===== src/rtl/seq_detect_ctrl.sv =====
// seq_detect_ctrl
//   Run controller for a programmable serial Moore pattern detector.
//   Software loads a PAT_W-bit pattern, an overlap mode and a frame length,
//   then a start/busy/done handshake runs detection over exactly cfg_len
//   valid input bits. Matches pulse y (registered) and are counted.
//
// Ports
//   clk          system clock, rising edge
//   reset        asynchronous active-low reset
//   cfg_we       load cfg_pattern/cfg_overlap/cfg_len (IDLE only)
//   cfg_pattern  target pattern, MSB = oldest bit
//   cfg_overlap  1 = overlapping matches, 0 = history restarts after match
//   cfg_len      number of valid bits per run
//   start        begin a run (IDLE only)
//   x / x_valid  serial data bit and its qualifier
//   busy         high while running
//   done         one-cycle pulse at run completion
//   y            one-cycle registered match pulse
//   match_cnt    matches in current/last run
module seq_detect_ctrl #(
  parameter int unsigned PAT_W = 4,
  parameter int unsigned CNT_W = 8
) (
  input  logic             clk,
  input  logic             reset,
  input  logic             cfg_we,
  input  logic [PAT_W-1:0] cfg_pattern,
  input  logic             cfg_overlap,
  input  logic [CNT_W-1:0] cfg_len,
  input  logic             start,
  input  logic             x,
  input  logic             x_valid,
  output logic             busy,
  output logic             done,
  output logic             y,
  output logic [CNT_W-1:0] match_cnt
);

  localparam int unsigned FILL_W = $clog2(PAT_W + 1);

  typedef enum logic [1:0] {
    S_IDLE,
    S_RUN,
    S_DONE
  } state_t;

  state_t             r_state;
  logic [PAT_W-1:0]   r_pat;
  logic               r_ovl;
  logic [CNT_W-1:0]   r_len;
  logic [PAT_W-1:0]   r_hist;
  logic [FILL_W-1:0]  r_fill;
  logic [CNT_W-1:0]   r_cons;
  logic [CNT_W-1:0]   r_cnt;
  logic               r_busy;
  logic               r_done;
  logic               r_y;

  logic [PAT_W-1:0]   w_hist_nxt;
  logic [FILL_W-1:0]  w_fill_inc;
  logic               w_match;
  logic               w_last;
  logic [CNT_W-1:0]   w_len_eff;

  always_comb begin
    // Shift form keeps PAT_W == 1 legal (no [PAT_W-2:0] slice)
    w_hist_nxt = (r_hist << 1) | PAT_W'(x);
    w_fill_inc = (r_fill == FILL_W'(PAT_W)) ? r_fill : r_fill + FILL_W'(1);
    w_match    = x_valid && (w_hist_nxt == r_pat) && (w_fill_inc == FILL_W'(PAT_W));
    w_last     = (r_cons + CNT_W'(1)) == r_len;
    // A start issued together with cfg_we uses the length being loaded
    w_len_eff  = cfg_we ? cfg_len : r_len;
  end

  always_ff @(posedge clk or negedge reset) begin
    if (!reset) begin
      r_state <= S_IDLE;
      r_pat   <= '0;
      r_ovl   <= 1'b0;
      r_len   <= '0;
      r_hist  <= '0;
      r_fill  <= '0;
      r_cons  <= '0;
      r_cnt   <= '0;
      r_busy  <= 1'b0;
      r_done  <= 1'b0;
      r_y     <= 1'b0;
    end else begin
      r_y    <= 1'b0;
      r_done <= 1'b0;
      case (r_state)
        S_IDLE: begin
          if (cfg_we) begin
            r_pat <= cfg_pattern;
            r_ovl <= cfg_overlap;
            r_len <= cfg_len;
          end
          if (start) begin
            r_cnt <= '0;
            if (w_len_eff != '0) begin
              r_state <= S_RUN;
              r_busy  <= 1'b1;
              r_hist  <= '0;
              r_fill  <= '0;
              r_cons  <= '0;
            end else begin
              r_state <= S_DONE;
              r_done  <= 1'b1;
            end
          end
        end
        S_RUN: begin
          if (x_valid) begin
            r_hist <= w_hist_nxt;
            r_cons <= r_cons + CNT_W'(1);
            if (w_match) begin
              r_y    <= 1'b1;
              r_cnt  <= r_cnt + CNT_W'(1);
              r_fill <= r_ovl ? w_fill_inc : '0;
            end else begin
              r_fill <= w_fill_inc;
            end
            if (w_last) begin
              r_state <= S_DONE;
              r_busy  <= 1'b0;
              r_done  <= 1'b1;
            end
          end
        end
        S_DONE: begin
          r_state <= S_IDLE;
        end
        default: begin
          r_state <= S_IDLE;
          r_busy  <= 1'b0;
        end
      endcase
    end
  end

  assign busy      = r_busy;
  assign done      = r_done;
  assign y         = r_y;
  assign match_cnt = r_cnt;

endmodule

===== config.mk =====
export PLATFORM = sky130hd
export DESIGN_NAME = seq_detect_ctrl
export DESIGN_NICKNAME = d
export VERILOG_FILES = /design/src/rtl/seq_detect_ctrl.sv
export SDC_FILE = /design/constraint.sdc
export NUM_CORES = 1
export LEC_CHECK = 0
export ABC_AREA = 1
export CORE_MARGIN = 4
export CORE_UTILIZATION = 50
export DETAILED_ROUTE_END_ITERATION = 7
export GPL_ROUTABILITY_DRIVEN = 0
export PLACE_DENSITY_LB_ADDON = 0.12
export SLEW_MARGIN = 40
export SYNTH_ARGS = -nofsm -noshare
export SYNTH_HDL_FRONTEND = slang
export SYNTH_SLANG_ARGS = --single-unit

===== constraint.sdc =====
create_clock -name clk -period 3.8 [get_ports clk]
set_clock_uncertainty 0.05 [all_clocks]
set_input_delay 0.38 -clock clk [delete_from_list [all_inputs] [get_ports clk]]
set_output_delay 0.38 -clock clk [all_outputs]
set_load 0.01 [all_outputs]

After elaboration in Yosys (flattened, before gate mapping)
Cells that the tools add are included.
{"block": "word_totals", "ff_bits": 40, "input_bits": 19, "out_inout_bits": 11, "elab_cells": 75}
{"block": "classes", "n_addsub": 3, "eq_ne": 11, "muxes": 38, "n_bitwise": 2, "reduce_logical": 10}
{"cell": "$mux 8", "n": 7}
{"cell": "$pmux 8 s2", "n": 2}
{"cell": "$mux 3", "n": 9}
{"cell": "$add 8x1->8 const B", "n": 2}
{"cell": "$pmux 3 s2", "n": 2}
{"cell": "$mux 1", "n": 11}
{"cell": "$ne 2x2->1 const B", "n": 5}
{"cell": "$eq 8x8->1", "n": 1}
{"cell": "$mux 2", "n": 4}
{"cell": "$reduce_and 4->1", "n": 2}
{"cell": "$reduce_bool 8->1", "n": 1}
{"cell": "$eq 3x3->1 const B", "n": 2}
{"cell": "$reduce_and 5->1", "n": 1}
{"cell": "$eq 4x4->1", "n": 1}
{"cell": "$or 4x1->4", "n": 1}
{"cell": "$pmux 2 s2", "n": 1}
{"cell": "$add 3x1->3 const B", "n": 1}
{"cell": "$pmux 1 s3", "n": 1}
{"cell": "$reduce_and 3->1", "n": 1}
{"cell": "$eq 2x1->1 const B", "n": 1}
{"cell": "$eq 2x2->1 const B", "n": 1}
{"cell": "$logic_and 1x1->1", "n": 2}
{"cell": "$logic_not 2->1", "n": 1}
{"cell": "$pmux 1 s2", "n": 1}
{"cell": "3 further kinds", "n": 3}

Longest topological paths before layout
Gate-level depths: netlist of the first run.
{"block": "logic_depth", "depth_word": 7, "depth_mapped": 12, "depth_no_buf": 12}

Worst setup path after synthesis of the first run
Ideal clock, no wire load.
{"block": "synth_path", "kind": "flip-flop to flip-flop", "startpoint": "register r_fill[0]", "endpoint": "register r_cnt[2], in the netlist match_cnt[2]", "t_arrival_ps": 1446, "path_slack_ps": 2177, "stages_incl_launch_ff": 10, "path_buffers": 1, "synth_period_minus_slack_ps": 1623, "cell_sequence": "dfrtp_1 -> inv_1 -> ha_1 -> a211oi_1 -> nand3_1 -> nor2_1 -> nand2_1 -> nand2_2 -> buf_6 -> o21ai_0"}
{"block": "synth_between", "elab_chain_cells": 6, "word_cells_on_any_way": 7, "cone_classes": "1 x add/sub; 3 x eq/ne; 1 x mux; 2 x reduce/logical"}
{"item": "start: declaration", "line_no": "52", "text": "logic [FILL_W-1:0] r_fill;"}
{"item": "start signal: assignment", "line_no": "119", "text": "r_fill <= r_ovl ? w_fill_inc : '0;"}
{"item": "start signal: assignment", "line_no": "121", "text": "r_fill <= w_fill_inc;"}
{"item": "$add 3x1->3 / $eq 3x3->1 (equally long branches)", "line_no": "68", "text": "w_fill_inc = (r_fill == FILL_W'(PAT_W)) ? r_fill : r_fill + FILL_W'(1);"}
{"item": "$mux 3 (*)", "line_no": "68"}
{"item": "$eq 3x3->1 (*)", "line_no": "69", "text": "w_match = x_valid && (w_hist_nxt == r_pat) && (w_fill_inc == FILL_W'(PAT_W));"}
{"item": "$logic_and 1x1->1 (*)", "line_no": "69"}
{"item": "$ne 2x2->1 (no source line) (*)"}
{"item": "$reduce_and 4->1 (no source line) (*)"}
{"item": "end signal: assignment", "line_no": "118", "text": "r_cnt <= r_cnt + CNT_W'(1);"}
{"item": "end: declaration", "line_no": "54", "text": "logic [CNT_W-1:0] r_cnt;"}
Mark *: on every way between the ends. The rest lies on a longest branch, timed or not.
A chain may end at the register's enable or synchronous reset.

Worst setup path in the final report of the first run
{"block": "layout_path", "startpoint": "register r_state[1]", "endpoint": "register r_len[2]"}
{"block": "layout_between", "elab_chain_cells": 1}
{"item": "start: declaration", "line_no": "47", "text": "state_t r_state;"}
{"item": "start signal: assignment", "line_no": "77", "text": "r_state <= S_IDLE;"}
{"item": "start signal: assignment", "line_no": "101", "text": "r_state <= S_RUN;"}
{"item": "start signal: assignment", "line_no": "107", "text": "r_state <= S_DONE;"}
{"item": "$logic_not 2->1", "line_no": "91", "text": "case (r_state)"}
{"item": "end signal: assignment", "line_no": "96", "text": "r_len <= cfg_len;"}
{"item": "end: declaration", "line_no": "50", "text": "logic [CNT_W-1:0] r_len;"}
No other way between the ends.

==> results of run 1 <==
layer usage:
| metal | part of all wire | vias up |
|---|---|---|
| met2 | 0.46 | 32 |
| met1 | 0.49 | 850 |
| met4 | 0.010 | 0 |
| met3 | 0.041 | 4 |
| met5 | 0 | - |
| li1 | - | 983 |
stage by stage:
step	setup WS (ns)	cells	hold WS, ns
after global routing	1.63	375	0.0285
after global placement	1.63	367	0.443
after floorplan	2.18	290	0.0344
after detailed placement	1.65	367	0.342
final	1.84	375	-0.00204
after CTS	1.81	375	0.0112
final cells by class:
cell class	count	share of cell area
Multi-Input combinational cell	207	0.398
Sequential cell	40	0.376
Timing Repair Buffer	29	0.108
Inverter	39	0.0569
Clock buffer	6	0.0310
Tap cell	52	0.0244
Clock inverter	2	0.00564
worst paths after layout:
kind | start | endpoint | slack, ns | depth (start not counted)
max | r_state[1] | r_len[2] | 1.84 | 6
min | reset | match_cnt[3] | -0.002 | 1
max reg2reg | r_state[1] | r_len[2] | 1.84 | 6
min reg2reg | r_hist[2] | r_hist[2] | 0.47 | 2
max in group asynchronous | reset | r_pat[1] | 3.36 | 1
min in group clk | r_hist[2] | r_hist[2] | 0.47 | 2
flip-flops by register name, indices dropped and copies added (netlist names):
register and count:
r_pat 4, done 1, r_state 2, r_len 8
r_ovl 1, r_cons 8, r_fill 3, busy 1
r_hist 3, match_cnt 8, y 1
critical path: stages, from the launching register on:
cell and delay [ns]:
sky130_fd_sc_hd__dfrtp_1 0.44, sky130_fd_sc_hd__nor2_1 0.31, sky130_fd_sc_hd__inv_1 0.16, sky130_fd_sc_hd__nor2_2 0.48, sky130_fd_sc_hd__inv_1 0.22, sky130_fd_sc_hd__nor2_1 0.13, sky130_fd_sc_hd__a21oi_1 0.05
power by group through the flow:
stage	registers, mW	logic (mW)	clock network [mW]
2_1_floorplan	0.676	0.510	0
3_3_place_gp	0.703	0.666	0
3_5_place_dp	0.704	0.675	0
4_1_cts	0.695	0.679	0.313
5_1_grt	0.715	0.765	0.335
6_report	0.696	0.672	0.303
cells in the final DEF, fill, tap and decap left out, types with 5 or more instances in the layout:
master | Yosys | routed
sky130_fd_sc_hd__nand4_1 | 5 | 5
sky130_fd_sc_hd__clkdlybuf4s50_1 | 0 | 28
sky130_fd_sc_hd__a21oi_1 | 5 | 5
sky130_fd_sc_hd__clkbuf_8 | 0 | 6
sky130_fd_sc_hd__dfrtp_1 | 40 | 40
sky130_fd_sc_hd__o21ai_0 | 18 | 18
sky130_fd_sc_hd__inv_1 | 35 | 35
sky130_fd_sc_hd__nand2_1 | 90 | 90
sky130_fd_sc_hd__xor2_1 | 7 | 7
sky130_fd_sc_hd__nand3_1 | 25 | 25
sky130_fd_sc_hd__nor2_1 | 22 | 22
logic make-up after synthesis:
family,count (synthesis),share of synthesized area
buffers and inverters,43,0.0840
AO/OA/AOI/OAI,37,0.0924
AND/OR/NAND/NOR,155,0.307
flip-flops,40,0.445
adder cells (fa/ha/maj),4,0.0223
XOR/XNOR,11,0.0495
==> impl_summary.log, run 1 <==
INFO  metric report.final.setup_viol = 0
INFO  metric mappedNetlistArea = 2250 sq um
INFO  metric initial_standard_cell_utilization_of_the_core = 0.516
INFO  metric leakagePower = approximately 1.3 nW
INFO  metric syn-instance-count = 290
INFO  metric grt.met2_usage = 0.284
INFO  metric stdcell_area = roughly 2700 sq um
INFO  metric power.sequential.fraction = 0.416
INFO  metric unrepaired_setup_endpoints_after_global_routing = false
INFO  metric synthesized_nets = ~310
INFO  metric power.combinational.fraction = 0.402
INFO  metric report.final.hold_viol_count = 13
INFO  metric grt_first_pass_wirelength = between 7 and 8 mm
INFO  metric fp.dieH = about 75 um
INFO  metric root_buffer = sky130_fd_sc_hd__clkbuf_8
INFO  metric worst_pin_slew = around 0.57 ns
INFO  metric grt-busiest-layer = met2
INFO  metric numCtsBuffers = 5
INFO  metric detailroute.via_count = 1869
INFO  metric cts_tree = done
INFO  metric layout.nets = between 300 and 400
INFO  metric clock_path_buffers = 2
INFO  metric worstPathMaxFanout = 19
INFO  metric multi_input_comb_area = roughly 1100 sq um
INFO  metric final.min_clock_period = 1.96 ns
INFO  metric globalRouteOverflowTotal = 0
INFO  metric timing_max_transition_violations_final = 0
INFO  metric num_rows = 24
INFO  metric power.share.clock = 0.182
INFO  metric worst_skew_pair.late_latency = 0.30 ns
INFO  metric antenna_cells_inserted = 0
INFO  metric yosys_most_used_dff = sky130_fd_sc_hd__dfrtp_1
INFO  metric cts_post_setup_buffers_inserted = 0
INFO  metric synthesis.area_per_instance = between 7 and 8 sq um
INFO  metric dp_hpwl = between 3 and 4 mm
INFO  metric postLayoutCoreUtil = 0.611
INFO  metric asyncSetResetFlopFracSynth = 1.00
INFO  metric fraction_of_layout_instances_using_a_drive_strength_above_1 = 0.0681
INFO  metric die_x = 75.1 um
INFO  metric die_area = roughly 5600 sq um
INFO  metric failed_checks = hold timing
INFO  metric synth.yosys.warnings = 0
INFO  metric final.setup.tns = 0 ns
INFO  metric hold_class = in2async
INFO  metric synth_edf_count = 0
INFO  metric yosys.cell_types.count = 31
INFO  metric pre_antenna_drt_iters = 4
INFO  metric syn_to_final_growth = 18.4%
INFO  metric portBuffers = 29
INFO  metric grt_antenna_before_repair = 0
INFO  metric clock.fmax = just over 500 MHz
INFO  metric grt.met3_usage = 0.0454
INFO  metric max_cap_viol_count = 0
INFO  metric global_route.usage.met1 = 0.251
INFO  metric synth_most_common_cell = sky130_fd_sc_hd__nand2_1
INFO  metric yosys-top-cells-count = sky130_fd_sc_hd__nand2_1 (90), sky130_fd_sc_hd__dfrtp_1 (40), sky130_fd_sc_hd__inv_1 (35), sky130_fd_sc_hd__nand3_1 (25), sky130_fd_sc_hd__nor2_1 (22)
INFO  metric drc = 0
INFO  metric detail_route.wirelength = 4.59 mm
INFO  metric path_clk_slew = ~0.090 ns
INFO  metric cts-resized-gates = 0
INFO  metric pin_count = 30
INFO  metric grt_usage = 0.181
INFO  metric critPathCaptureType = flip-flop
INFO  metric arrival = about 2.1 ns
INFO  metric synth-seq-area-share = 0.445
INFO  metric remaining_number_of_nets_flagged_by_the_antenna_check_after_routing = 0
INFO  metric cts_num_sinks = 40
INFO  metric max-slew-margin-rel = 0.617
INFO  metric switching_power = between 600 and 700 uW
INFO  metric p_sw_frac = 0.412
INFO  metric critPathLaunchType = flip-flop
INFO  metric htree_num_levels = 2
INFO  metric ff_latch_area = 1000 sq um
INFO  metric drt_iter0_markers = around 130
INFO  metric holdWs = -0.00204 ns
INFO  metric via_per_inst = roughly 5.0
INFO  metric cts-hold-fix-buffers = 0
INFO  metric vdd_drop_max = just under 0.0004 V
INFO  metric grt_pass1_vias = 1718
INFO  metric dpl_cell_area = around 2600 sq um
INFO  metric floorplan.core_area = 4350 sq um
INFO  metric drt-wirelength-per-cell = between 10 and 15 um
INFO  metric timing.setup.critical_path_class = reg2reg
INFO  metric outcome = complete, but fails checks
INFO  metric grt_max_degree = between 40 and 50
INFO  metric p_total = around 1.7 mW
INFO  metric synth_seq_cells = 40
INFO  metric yosys.area.top_type = sky130_fd_sc_hd__dfrtp_1
INFO  metric fillerInstances = between 300 and 400
INFO  metric ys_top_cells_by_area = sky130_fd_sc_hd__dfrtp_1 (45%), sky130_fd_sc_hd__nand2_1 (15%), sky130_fd_sc_hd__inv_1 (5.8%), sky130_fd_sc_hd__nand3_1 (5.6%), sky130_fd_sc_hd__o21ai_0 (4.0%)
INFO  metric critical_path_required = slightly below 4 ns
INFO  metric post-synth-top-area-fraction = 0.445
INFO  metric p_int = about 980 uW
INFO  metric fin_crit_sh = 0.517
INFO  metric powerDensity = 628 nW/um^2
No activity file was read; power rests on OpenSTA's default activity.
==> run 2, diff against run 1 <==
--- a/config.mk
+++ b/config.mk
@@ -7,7 +7,7 @@
 export LEC_CHECK = 0
 export ABC_AREA = 1
 export CORE_MARGIN = 4
-export CORE_UTILIZATION = 50
+export CORE_UTILIZATION = 49
 export DETAILED_ROUTE_END_ITERATION = 7
 export GPL_ROUTABILITY_DRIVEN = 0
 export PLACE_DENSITY_LB_ADDON = 0.12
==> constraint.sdc (replaced) <==
create_clock -name clk -period 1.7 [get_ports clk]
set_clock_uncertainty 0.05 [all_clocks]
set_input_delay 0.17 -clock clk [delete_from_list [all_inputs] [get_ports clk]]
set_output_delay 0.17 -clock clk [all_outputs]
set_load 0.01 [all_outputs]
==> run 2 against run 1 <==
Against the previous run:
- the run now ends clean
- via count up 8.0%
- sequential power up 120%
- global-route usage up 1.2 points
- power rose to 2.6 times the previous value
- clock power rose to 2.8 times the previous value
- clock-buffer cell count up 1
- largest power group is now combinational cells
- maximum frequency up 16%
- first-iteration DRC count down 41%
- sequential share of layout area down 4.1 points
==> impl_summary.log, run 2 (synthesized netlist as in run 1, its figures left out) <==
INFO  metric outcome = completed
INFO  metric grt_pass1_vias = 1891 (+10%)
INFO  metric final_cell_mix = sky130_fd_sc_hd__nand2_1 (82), sky130_fd_sc_hd__dfrtp_1 (40), sky130_fd_sc_hd__inv_1 (31), sky130_fd_sc_hd__clkdlybuf4s50_1 (28), sky130_fd_sc_hd__nand3_1 (23)
INFO  metric delay_of_the_slowest_cell_on_the_worst_path = 0.41 ns (-0.07 ns)
INFO  metric worstPathMaxFanout = 7 (-12)
INFO  metric worst_pin_slew = 0.457 ns (-0.117 ns)
INFO  metric grt_usage = 0.194 (+0.0120)
INFO  metric remaining_number_of_nets_flagged_by_the_antenna_check_after_routing = 0 (unchanged)
INFO  metric max-slew-margin-rel = 0.695 (+0.0787)
INFO  metric htree_num_levels = 2 (unchanged)
INFO  metric max_cap_viol_count = 0 (unchanged)
INFO  metric placement.setup.worst_slack = -0.172 ns (-1.82 ns)
INFO  metric globalRouteOverflowTotal = 0 (unchanged)
INFO  metric path_clk_slew = 0.08 ns (about the same)
INFO  metric worst_setup_path_startpoint = r_fill[0]
INFO  metric arrival = 1.84 ns (-0.25 ns)
INFO  metric critical_path_required = 1.84 ns (-2.09 ns)
INFO  metric critPathCaptureType = flip-flop
INFO  metric drt-wirelength-per-cell = 13.1 um (+7.4%)
INFO  metric drt_iter0_markers = 77 (-41%)
INFO  metric final.min_clock_period = 1.70 ns (-0.267 ns)
INFO  metric portBuffers = 29 (unchanged)
INFO  metric layout.nets = 368 (+6.7%)
INFO  metric grt_first_pass_wirelength = 8.46 mm (+9.4%)
INFO  metric hold_class = in2async
INFO  metric leakagePower = 1.40 nW (+12%)
INFO  metric syn_to_final_growth = 32.8%
INFO  metric pin_count = 30 (unchanged)
INFO  metric rrSetupSlack = 0.003 ns (-1.83 ns)
INFO  metric fp.dieH = 75.7 um (+0.91%)
INFO  metric timing.rr.start = r_fill[0]
INFO  metric layout_commonest_cell = sky130_fd_sc_hd__nand2_1
INFO  metric report.final.hold_viol_count = 0 (-13)
INFO  metric pre_antenna_drt_iters = 4 (unchanged)
INFO  metric report.final.setup_viol = 0 (unchanged)
INFO  metric detail_route.wirelength = 5.23 mm (+14%)
INFO  metric worst_skew_pair.late_latency = 0.29 ns (about the same)
INFO  metric floorplan.core_area = 4380 sq um (+0.69%)
INFO  metric critPathLaunchType = flip-flop
INFO  metric dp_hpwl = 3.80 mm (+9.2%)
INFO  metric vdd_drop_max = 0.000652 V (+69%)
INFO  metric route.met3.wl = 218 um (+15%)
INFO  metric fin_crit_sh = 0.998 (+0.482)
INFO  metric die_area = 5740 sq um (+1.8%)
INFO  metric fraction_of_layout_instances_using_a_drive_strength_above_1 = 0.208 (+0.140)
INFO  metric fillerInstances = 403 (+1.8%)
INFO  metric detailroute.via_count = 2018 (+8.0%)
INFO  metric num_rows = 24 (unchanged)
INFO  metric dr_wl_met2 = 2.45 mm (+17%)
INFO  metric timing_max_transition_violations_final = 0 (unchanged)
INFO  metric timing.setup.critical_path_class = reg2reg
INFO  metric numCtsBuffers = 5 (unchanged)
INFO  metric root_buffer = sky130_fd_sc_hd__clkbuf_8
INFO  metric via_per_inst = 5.07 (+1.7%)
INFO  metric cp_cell_sequence = inv_2 > ha_4 > a211oi_2 > nand3_1 > nor2_2 > nand2_2 > nand2_4 > inv_2 > nand2_1 > nand2_1
INFO  metric clock.fmax = 589 MHz (+16%)
INFO  metric layout_setup_ws = 0.00269 ns (-1.83 ns)
INFO  metric postLayoutCoreUtil = 0.681 (+0.0700)
INFO  metric cts_tree = done
INFO  metric unrepaired_setup_endpoints_after_global_routing = true
INFO  metric top_layer_used = met4
INFO  metric wirelength_met1 = 2.53 mm (+12%)
INFO  metric cts_num_sinks = 40 (unchanged)
INFO  metric crit_slowest_cell = sky130_fd_sc_hd__dfrtp_1
INFO  metric clock_path_buffers = 2 (unchanged)
INFO  metric initial_standard_cell_utilization_of_the_core = 0.513 (-0.00354)
INFO  metric drc = 0 (unchanged)
INFO  metric dpl_cell_area = 2710 sq um (+5.7%)
INFO  metric grt_antenna_before_repair = 0 (unchanged)
INFO  metric grt_max_degree = 24 (-41%)
INFO  metric stdcell_area = 2990 sq um (+12%)
INFO  metric powerDensity = 1480 nW/um^2 (+140%)
INFO  metric die_x = 75.7 um (+0.91%)
INFO  metric antenna_cells_inserted = 0 (unchanged)
run 2: changes by cell type in the layout (fill, tap and decap cells not counted), sizes merged:
| cell | change |
|---|---|
| clkinvlp | -2 |
| dlygate4sd3 | +1 |
| clkbuf | +1 |
| buf | +21 |
| bufinv | +1 |
| nand2 | +1 |
run 2: layout make-up:
class | instances | area, sq um | share of cell area
Clock buffer | 7 | 96.3 | 0.0323
Clock inverter | 1 | 30.0 | 0.0101
Inverter | 39 | 151 | 0.0507
Multi-Input combinational cell | 208 | 1180 | 0.394
Sequential cell | 40 | 1000 | 0.335
Tap cell | 52 | 65.1 | 0.0218
Timing Repair Buffer | 51 | 465 | 0.156
run 2: final timing paths:
| kind | end | cells after the start |
|---|---|---|
| max | match_cnt[7] | 10 |
| min | r_cons[4] | 2 |
| max reg2reg | match_cnt[7] | 10 |
| min reg2reg | r_pat[1] | 2 |
| max in group asynchronous | r_len[2] | 3 |
| min in group clk | r_pat[1] | 3 |
run 2: routing by layer:
metal | vias up | global-route usage
met4 | 0 | 0.0388
met5 | - | 0
met3 | 4 | 0.0317
li1 | 1034 | -
met2 | 48 | 0.313
met1 | 932 | 0.274
run 2: per-stage QoR:
stage	cells	hold WS (ns)	power, mW	TNS, ns
2_1_floorplan	290	-0.176	2.65	0
3_3_place_gp	385	0.0911	3.23	-1.74
3_5_place_dp	385	0.0986	3.27	-2.26
4_1_cts	396	0.325	4.22	-0.00184
5_1_grt	398	0.354	4.75	-0.600
6_report	398	0.302	4.42	0
run 2: power by group:
group,switching (mW),internal (mW)
Combinational,1.13,0.897
Sequential,0.252,1.27
Clock,0.342,0.518
run 2: repair_timing:
item	in CTS	in global routing
hold buffers	1	0
gates cloned	1	0
setup buffers	1	2
endpoints found under the hold margin	17	0
endpoints found under the setup margin	11	14
pin swaps	5	10
gates resized for setup	7	30
run 2: worst max-delay path, delay by kind of cell, from the launching register on:
kind	cells	cell delay, ns
DFF	1	0.41
AOI/OAI and AO/OA	1	0.15
adders and majority gates	1	0.21
and+or+nand+nor	6	0.62
buffers and inverters	2	0.14
